--- config.mk ---
export PLATFORM = sky130hd
export DESIGN_NAME = tlb_entry_writer
export DESIGN_NICKNAME = d
export VERILOG_FILES = /design/src/rtl/tlb_entry_writer.sv
export SDC_FILE = /design/constraint.sdc
export NUM_CORES = 1
export LEC_CHECK = 0
export ABC_AREA = 1
export BUFFER_PORTS_ARGS = -buffer_cell sky130_fd_sc_hd__buf_2
export CAP_MARGIN = 15
export CORE_AREA = 2 2 244 246
export DETAILED_ROUTE_END_ITERATION = 7
export DIE_AREA = 0 0 246 248
export PLACE_DENSITY = 0.61
export SLEW_MARGIN = 20
export SYNTH_ARGS = -nofsm -noshare
export SYNTH_HDL_FRONTEND = slang
export SYNTH_SLANG_ARGS = --single-unit
--- constraint.sdc ---
create_clock -name aclk -period 4.5 [get_ports aclk]
set_clock_uncertainty 0.05 [all_clocks]
set_input_delay 0.45 -clock aclk [delete_from_list [all_inputs] [get_ports aclk]]
set_output_delay 0.45 -clock aclk [all_outputs]
set_load 0.01 [all_outputs]
--- src/rtl/tlb_entry_writer.sv ---
// -----------------------------------------------------------------------------
// tlb_entry_writer
//
// Takes TLB update beats from the host-facing TLB control slave and commits
// each one into a single set-associative TLB bank. Each beat is handled in
// four steps: read the indexed set, compare the ways, then write or
// invalidate exactly one way. The way is chosen in this order: a hit, then
// the lowest free way, then the round-robin victim.
//
// Ports:
//   aclk, aresetn       clock and synchronous active-low reset
//   s_axis_tdata        update beat: [35:0] VPN, [41:36] pid, [63] v,
//                       [91:64] phost PPN, [119:92] pcard PPN
//   s_axis_tvalid/ready AXI4-Stream handshake; s_axis_tlast is ignored
//   tlb_en, tlb_we      BRAM enable and per-way write enable
//   tlb_addr, tlb_din   BRAM set index and entry {v, pid, tag, phost, pcard}
//   tlb_dout            per-way read data, valid one cycle after a read
//   done                one-cycle pulse per processed beat
//   done_hit            with done: key matched a valid way
//   done_evict          with done: a valid, non-matching entry was replaced
//   n_evict             saturating eviction counter
// -----------------------------------------------------------------------------
module tlb_entry_writer #(
    parameter int TLB_ORDER  = 10,
    parameter int N_ASSOC    = 4,
    parameter int PG_BITS    = 12,
    parameter int VADDR_BITS = 48,
    parameter int PADDR_BITS = 40,
    parameter int PID_BITS   = 6,
    localparam int VPN_BITS   = VADDR_BITS - PG_BITS,
    localparam int PPN_BITS   = PADDR_BITS - PG_BITS,
    localparam int TAG_BITS   = VPN_BITS - TLB_ORDER,
    localparam int ENTRY_BITS = 1 + PID_BITS + TAG_BITS + 2 * PPN_BITS
) (
    input  logic                          aclk,
    input  logic                          aresetn,

    input  logic [127:0]                  s_axis_tdata,
    input  logic                          s_axis_tvalid,
    output logic                          s_axis_tready,
    input  logic                          s_axis_tlast,

    output logic                          tlb_en,
    output logic [N_ASSOC-1:0]            tlb_we,
    output logic [TLB_ORDER-1:0]          tlb_addr,
    output logic [ENTRY_BITS-1:0]         tlb_din,
    input  logic [N_ASSOC*ENTRY_BITS-1:0] tlb_dout,

    output logic                          done,
    output logic                          done_hit,
    output logic                          done_evict,
    output logic [31:0]                   n_evict
);

    localparam int WAY_W = $clog2(N_ASSOC);

    // Field positions inside the 128-bit update beat
    localparam int BEAT_PID_LSB   = 36;
    localparam int BEAT_V_BIT     = 63;
    localparam int BEAT_PHOST_LSB = 64;
    localparam int BEAT_PCARD_LSB = 92;

    // Field positions inside a stored entry {v, pid, tag, phost, pcard}
    localparam int E_PCARD_LSB = 0;
    localparam int E_PHOST_LSB = PPN_BITS;
    localparam int E_TAG_LSB   = 2 * PPN_BITS;
    localparam int E_PID_LSB   = E_TAG_LSB + TAG_BITS;
    localparam int E_V_BIT     = ENTRY_BITS - 1;

    localparam logic [N_ASSOC-1:0] WAY_ONE = {{(N_ASSOC-1){1'b0}}, 1'b1};

    typedef enum logic [1:0] {
        ST_IDLE,
        ST_READ,
        ST_CMP,
        ST_WRITE
    } state_t;

    state_t                 state_q, state_d;

    // Beat held from acceptance until its write completes
    logic [VPN_BITS-1:0]    vpn_q, vpn_d;
    logic [PID_BITS-1:0]    pid_q, pid_d;
    logic                   v_q, v_d;
    logic [PPN_BITS-1:0]    phost_q, phost_d;
    logic [PPN_BITS-1:0]    pcard_q, pcard_d;

    logic [WAY_W-1:0]       rr_ptr_q, rr_ptr_d;
    logic [31:0]            n_evict_q, n_evict_d;

    // All outputs are registered, so a synchronous reset suppresses any
    // write or done that was about to appear in the following cycle.
    logic                   tready_q, tready_d;
    logic                   tlb_en_q, tlb_en_d;
    logic [N_ASSOC-1:0]     tlb_we_q, tlb_we_d;
    logic [TLB_ORDER-1:0]   tlb_addr_q, tlb_addr_d;
    logic [ENTRY_BITS-1:0]  tlb_din_q, tlb_din_d;
    logic                   done_q, done_d;
    logic                   done_hit_q, done_hit_d;
    logic                   done_evict_q, done_evict_d;

    logic [TLB_ORDER-1:0]   beat_index;
    logic [TAG_BITS-1:0]    beat_tag;

    logic                   hit_found;
    logic [WAY_W-1:0]       hit_way;
    logic [ENTRY_BITS-1:0]  hit_entry;
    logic                   free_found;
    logic [WAY_W-1:0]       free_way;
    logic [ENTRY_BITS-1:0]  way_entry;

    logic                   write_sel;
    logic [WAY_W-1:0]       target_way;

    logic                   unused_beat_bits;

    assign unused_beat_bits = ^{s_axis_tlast, s_axis_tdata[62:42], s_axis_tdata[127:120]};

    assign beat_index = vpn_q[TLB_ORDER-1:0];
    assign beat_tag   = vpn_q[VPN_BITS-1:TLB_ORDER];

    // Scan the ways from the highest index down, so that the last assignment
    // leaves the lowest matching or lowest free way selected.
    always_comb begin
        hit_found  = 1'b0;
        hit_way    = '0;
        hit_entry  = '0;
        free_found = 1'b0;
        free_way   = '0;
        way_entry  = '0;
        for (int w = N_ASSOC - 1; w >= 0; w--) begin
            way_entry = tlb_dout[w*ENTRY_BITS +: ENTRY_BITS];
            if (way_entry[E_V_BIT] &&
                (way_entry[E_TAG_LSB +: TAG_BITS] == beat_tag) &&
                (way_entry[E_PID_LSB +: PID_BITS] == pid_q)) begin
                hit_found = 1'b1;
                hit_way   = WAY_W'(w);
                hit_entry = way_entry;
            end
            if (!way_entry[E_V_BIT]) begin
                free_found = 1'b1;
                free_way   = WAY_W'(w);
            end
        end
    end

    // Next-state logic and registered outputs. The memory controls for a
    // state are computed one cycle early, so that they appear while the FSM
    // is in that state.
    always_comb begin
        state_d      = state_q;
        vpn_d        = vpn_q;
        pid_d        = pid_q;
        v_d          = v_q;
        phost_d      = phost_q;
        pcard_d      = pcard_q;
        rr_ptr_d     = rr_ptr_q;
        n_evict_d    = n_evict_q;
        tlb_en_d     = 1'b0;
        tlb_we_d     = '0;
        tlb_addr_d   = '0;
        tlb_din_d    = '0;
        done_d       = 1'b0;
        done_hit_d   = 1'b0;
        done_evict_d = 1'b0;
        write_sel    = 1'b0;
        target_way   = '0;

        case (state_q)
            ST_IDLE: begin
                if (s_axis_tvalid && tready_q) begin
                    vpn_d      = s_axis_tdata[VPN_BITS-1:0];
                    pid_d      = s_axis_tdata[BEAT_PID_LSB +: PID_BITS];
                    v_d        = s_axis_tdata[BEAT_V_BIT];
                    phost_d    = s_axis_tdata[BEAT_PHOST_LSB +: PPN_BITS];
                    pcard_d    = s_axis_tdata[BEAT_PCARD_LSB +: PPN_BITS];
                    tlb_en_d   = 1'b1;
                    tlb_addr_d = s_axis_tdata[TLB_ORDER-1:0];
                    state_d    = ST_READ;
                end
            end

            ST_READ: begin
                state_d = ST_CMP;
            end

            // tlb_dout now holds the set. Decide which way to write and
            // register the complete write for the WRITE cycle.
            ST_CMP: begin
                state_d = ST_WRITE;
                done_d  = 1'b1;
                if (v_q) begin
                    write_sel = 1'b1;
                    tlb_din_d = {1'b1, pid_q, beat_tag, phost_q, pcard_q};
                    if (hit_found) begin
                        target_way = hit_way;
                        done_hit_d = 1'b1;
                    end else if (free_found) begin
                        target_way = free_way;
                    end else begin
                        target_way   = rr_ptr_q;
                        done_evict_d = 1'b1;
                        rr_ptr_d     = rr_ptr_q + 1'b1;
                        if (n_evict_q != '1) begin
                            n_evict_d = n_evict_q + 32'd1;
                        end
                    end
                end else if (hit_found) begin
                    // Invalidation keeps every other field of the stored entry
                    write_sel          = 1'b1;
                    target_way         = hit_way;
                    done_hit_d         = 1'b1;
                    tlb_din_d          = hit_entry;
                    tlb_din_d[E_V_BIT] = 1'b0;
                end
                if (write_sel) begin
                    tlb_en_d   = 1'b1;
                    tlb_we_d   = WAY_ONE << target_way;
                    tlb_addr_d = beat_index;
                end
            end

            ST_WRITE: begin
                state_d = ST_IDLE;
            end

            default: begin
                state_d = ST_IDLE;
            end
        endcase

        tready_d = (state_d == ST_IDLE);
    end

    // State and output registers
    always_ff @(posedge aclk) begin
        if (!aresetn) begin
            state_q      <= ST_IDLE;
            vpn_q        <= '0;
            pid_q        <= '0;
            v_q          <= 1'b0;
            phost_q      <= '0;
            pcard_q      <= '0;
            rr_ptr_q     <= '0;
            n_evict_q    <= '0;
            tready_q     <= 1'b0;
            tlb_en_q     <= 1'b0;
            tlb_we_q     <= '0;
            tlb_addr_q   <= '0;
            tlb_din_q    <= '0;
            done_q       <= 1'b0;
            done_hit_q   <= 1'b0;
            done_evict_q <= 1'b0;
        end else begin
            state_q      <= state_d;
            vpn_q        <= vpn_d;
            pid_q        <= pid_d;
            v_q          <= v_d;
            phost_q      <= phost_d;
            pcard_q      <= pcard_d;
            rr_ptr_q     <= rr_ptr_d;
            n_evict_q    <= n_evict_d;
            tready_q     <= tready_d;
            tlb_en_q     <= tlb_en_d;
            tlb_we_q     <= tlb_we_d;
            tlb_addr_q   <= tlb_addr_d;
            tlb_din_q    <= tlb_din_d;
            done_q       <= done_d;
            done_hit_q   <= done_hit_d;
            done_evict_q <= done_evict_d;
        end
    end

    assign s_axis_tready = tready_q;
    assign tlb_en        = tlb_en_q;
    assign tlb_we        = tlb_we_q;
    assign tlb_addr      = tlb_addr_q;
    assign tlb_din       = tlb_din_q;
    assign done          = done_q;
    assign done_hit      = done_hit_q;
    assign done_evict    = done_evict_q;
    assign n_evict       = n_evict_q;

endmodule

==> impl_summary.log <==
INFO  metric run_status = complete, no violations
INFO  metric postSynthNetCount = 3325
INFO  metric p_leak = 11.14 nW
INFO  metric timing_hold_violations_final = 0
INFO  metric io_buffer_count = 597
INFO  metric grt_total_ovfl = 0
INFO  metric rsz0062_at_grt = false
INFO  metric detail_route.wl_per_cell = 19.49 µm
INFO  metric antenna_viol_nets_final = 0
INFO  metric grt_start_max_net_pins = 121
INFO  metric synth_area_leaders = dfxtp_1, nand2_1, nand3_1
INFO  metric worst_setup_path_end_kind = flip-flop
INFO  metric post_synth_inst_count = 2833
INFO  metric transition_time_at_the_pin_with_the_least_slew_margin = 1.023 ns
INFO  metric synth_warnings = 0
INFO  metric cts_tree = built
INFO  metric maxClockFrequency = 291.2 MHz
INFO  metric layout.filler_cells = 6663
INFO  metric synth_top_area_cell = dfxtp_1
INFO  metric synth_edf_count = 0
INFO  metric post_route_cells_drive_above_1_share = 22.55%
INFO  metric wire_length_of_the_first_global_routing_pass = 114.2 mm
INFO  metric ys_ff_latch = 243
INFO  metric synth_seq_area_share = 30.32%
INFO  metric synth_common_cells = nand2_1, inv_1, nand3_1
INFO  metric grt_use_total = 24.95%
INFO  metric die-area = 61010 µm²
INFO  metric m1WireLength = 34.03 mm
INFO  metric final-seq-area = 4865 µm²
INFO  metric routed-wl-met3 = 8.488 mm
INFO  metric met2WireLength = 35.70 mm
INFO  metric vdd_ir_drop_max = 0.0002571 V
INFO  metric dr_total_vias = 20029
INFO  metric drc_errors = 0
INFO  metric nNetsFinal = 3830
INFO  metric initial_standard_cell_utilization_of_the_core = 27.44%
INFO  metric grt_pass1_vias = 17814
INFO  metric number_of_design_rule_violations_left_by_the_first_detailed_router_iteration = 1750
INFO  metric grt_antenna_before_repair = 14
INFO  metric final_area = 20670 µm²
INFO  metric io-pin-count = 628
INFO  metric crit_path_top_delay_cell = dfxtp_1
INFO  metric firstDrtPassIters = 6
INFO  metric timing.setup.critical_path_class = reg -> reg
INFO  metric period_minus_slack = 3.434 ns
INFO  metric synth_most_common_cell = nand2_1
INFO  metric ys.flop_type = dfxtp_1
INFO  metric finalWeightedCongestion = 0.9981
INFO  metric final-setup-viol-count = 0
INFO  metric p_per_area = 319.1 nW/µm²
INFO  metric slew_headroom = 31.83%
INFO  metric worst_path_largest_cell_delay = 0.46 ns
INFO  metric routed_via_density = 4.839
INFO  metric netlist.area_leader.share = 30.32%
INFO  metric slew_viol_final = 0
INFO  metric avgSynthCellArea = 5.663 µm²
INFO  metric wl = 80.67 mm
INFO  metric worst_skew_pair.late_latency = 0.61 ns
INFO  metric cp_data_arrival_time = 3.92 ns
INFO  metric maxUsedRoutingLayer = met5
INFO  metric ctsRootBufferMaster = clkbuf_16
INFO  metric cts_buffers = 30
INFO  metric critical_path_peak_fanout = 29
INFO  metric htree_num_levels = 1
INFO  metric post_synthesis_instance_area = 16040 µm²
INFO  metric worst_path_clk_slew = 0.07 ns
INFO  metric timing.setup.tns = 0 ns
INFO  metric fin_crit_sh = 76.30%
INFO  metric die_w = 246 µm
INFO  metric synthArstFlopShare = 0%
INFO  metric placementRows = 89
INFO  metric dp_hpwl = 62.33 mm
INFO  metric clockBufferDepth = 3
INFO  metric timing.critical_path.required = 4.99 ns
INFO  metric critical_path.most_common_cell = nand2_1
INFO  metric max_cap_violations = 0
INFO  metric instance_area_at_placement = 19700 µm²
INFO  metric syn_to_final_growth = 28.86%
INFO  metric clock_sink_count = 243
INFO  metric post_synth_num_cell_types = 36
INFO  metric utilization = 35.36%
INFO  metric worstSetupStartpointType = flip-flop
INFO  metric crit_chain = inv_1 > nand2_1 > nand2_1 > nor2_1 > nand4_1 > nor3_1 > nand3_4 > nand2_1 > nor2_1 > nor2_4 > buf_4 > nand3_1 > nand2_1
INFO  metric post-cts-setup-buffers = 0
INFO  metric count_of_hold_fix_buffers_inserted_at_cts = 0
INFO  metric cts_resized = 0
INFO  metric worstHoldPathType = in -> reg
INFO  metric core-area = 58460 µm²
INFO  metric die_height = 248 µm
INFO  metric multi_input_area = 9166 µm²
kinds of logic (layout without fill, tap and decap cells):
group / Yosys count / after routing / share of synthesized area (%)
AND/OR/NAND/NOR: 1755 / 1755 / 46.29
buffers and inverters: 532 / 1060 / 12.88
XOR/XNOR: 32 / 32 / 1.747
flip-flops: 243 / 243 / 30.32
other: 0 / 5 / 0
adder cells (fa/ha/maj): 4 / 4 / 0.3120
AO/OA/AOI/OAI: 267 / 267 / 8.454
per-stage QoR:
step / hold WS [ns] / worst slack, ns / std cells / power, W
final: 0.03311 / 1.066 / 4139 / 0.006598
after global routing: 0.01691 / 0.8452 / 4136 / 0.006918
after CTS: 0.01866 / 1.215 / 4134 / 0.006602
after detailed placement: 0.3868 / 1.065 / 4079 / 0.004170
after global placement: 0.3835 / 1.143 / 4079 / 0.004165
after floorplan: 0.3764 / 2.245 / 2833 / 0.003416
path summary, 6_finish.rpt:
path               startpoint           to  slack (ns)  cells after the start
max reg2reg          pid_q[3]  tlb_din[13]        1.07                     13
max                  pid_q[3]  tlb_din[13]        1.07                     13
min          s_axis_tdata[65]   phost_q[1]        0.03                      3
min reg2reg        pcard_q[5]   tlb_din[5]        0.38                      2
cells in the final DEF (no fill, tap or decap), drive strengths merged:
cell type,n
o211ai,2
nor3,27
bufinv,1
a21oi,119
o21ai,141
and2,2
nand2,1083
o2111ai,1
dfxtp,243
inv,373
nand4,61
nor2,173
ha,4
clkbuf,46
buf,629
and3,1
xor2,8
o21bai,1
a31oi,2
nor4,4
a21boi,1
nand3b,1
nand3,335
nor3b,2
xnor2,24
clkinvlp,2
diode,5
clkinv,9
or2,66
per-layer routing:
metal / vias up / track usage, %
met5: - / 0
met4: 16 / 7.629
met3: 149 / 7.256
met2: 938 / 38.77
met1: 9110 / 33.19
li1: 9816 / -
final cells by class:
class | count | area share [%]
multi-input combinational | 2058 | 44.34
sequential | 243 | 23.53
timing repair buffer | 629 | 15.92
inverter | 376 | 6.832
tap | 773 | 4.678
clock buffer | 46 | 4.267
clock inverter | 9 | 0.3813
antenna | 5 | 0.06052
report_power, final:
group	leakage (nW)	internal, W	switching, W
Clock	0.468	0.00140	0.00103
Combinational	8.70	0.000532	0.00115
Sequential	1.96	0.00231	0.000173
state kept, by name, indices dropped and copies added (netlist names):
signal         cells
tlb_en             1
s_axis_tready      1
tlb_we             4
done               1
phost_q           28
done_hit           1
vpn_q             36
tlb_din           89
state_q            2
pcard_q           28
rr_ptr_q           2
n_evict           32
done_evict         1
pid_q              6
v_q                1
tlb_addr          10
critical path: cells and delay by family, from the launching register on:
family                 cells  cell delay [ns]
flip-flops                 1             0.46
AND/OR/NAND/NOR           11             2.25
buffers and inverters      2             0.57
No activity file was read; power rests on OpenSTA's default activity.
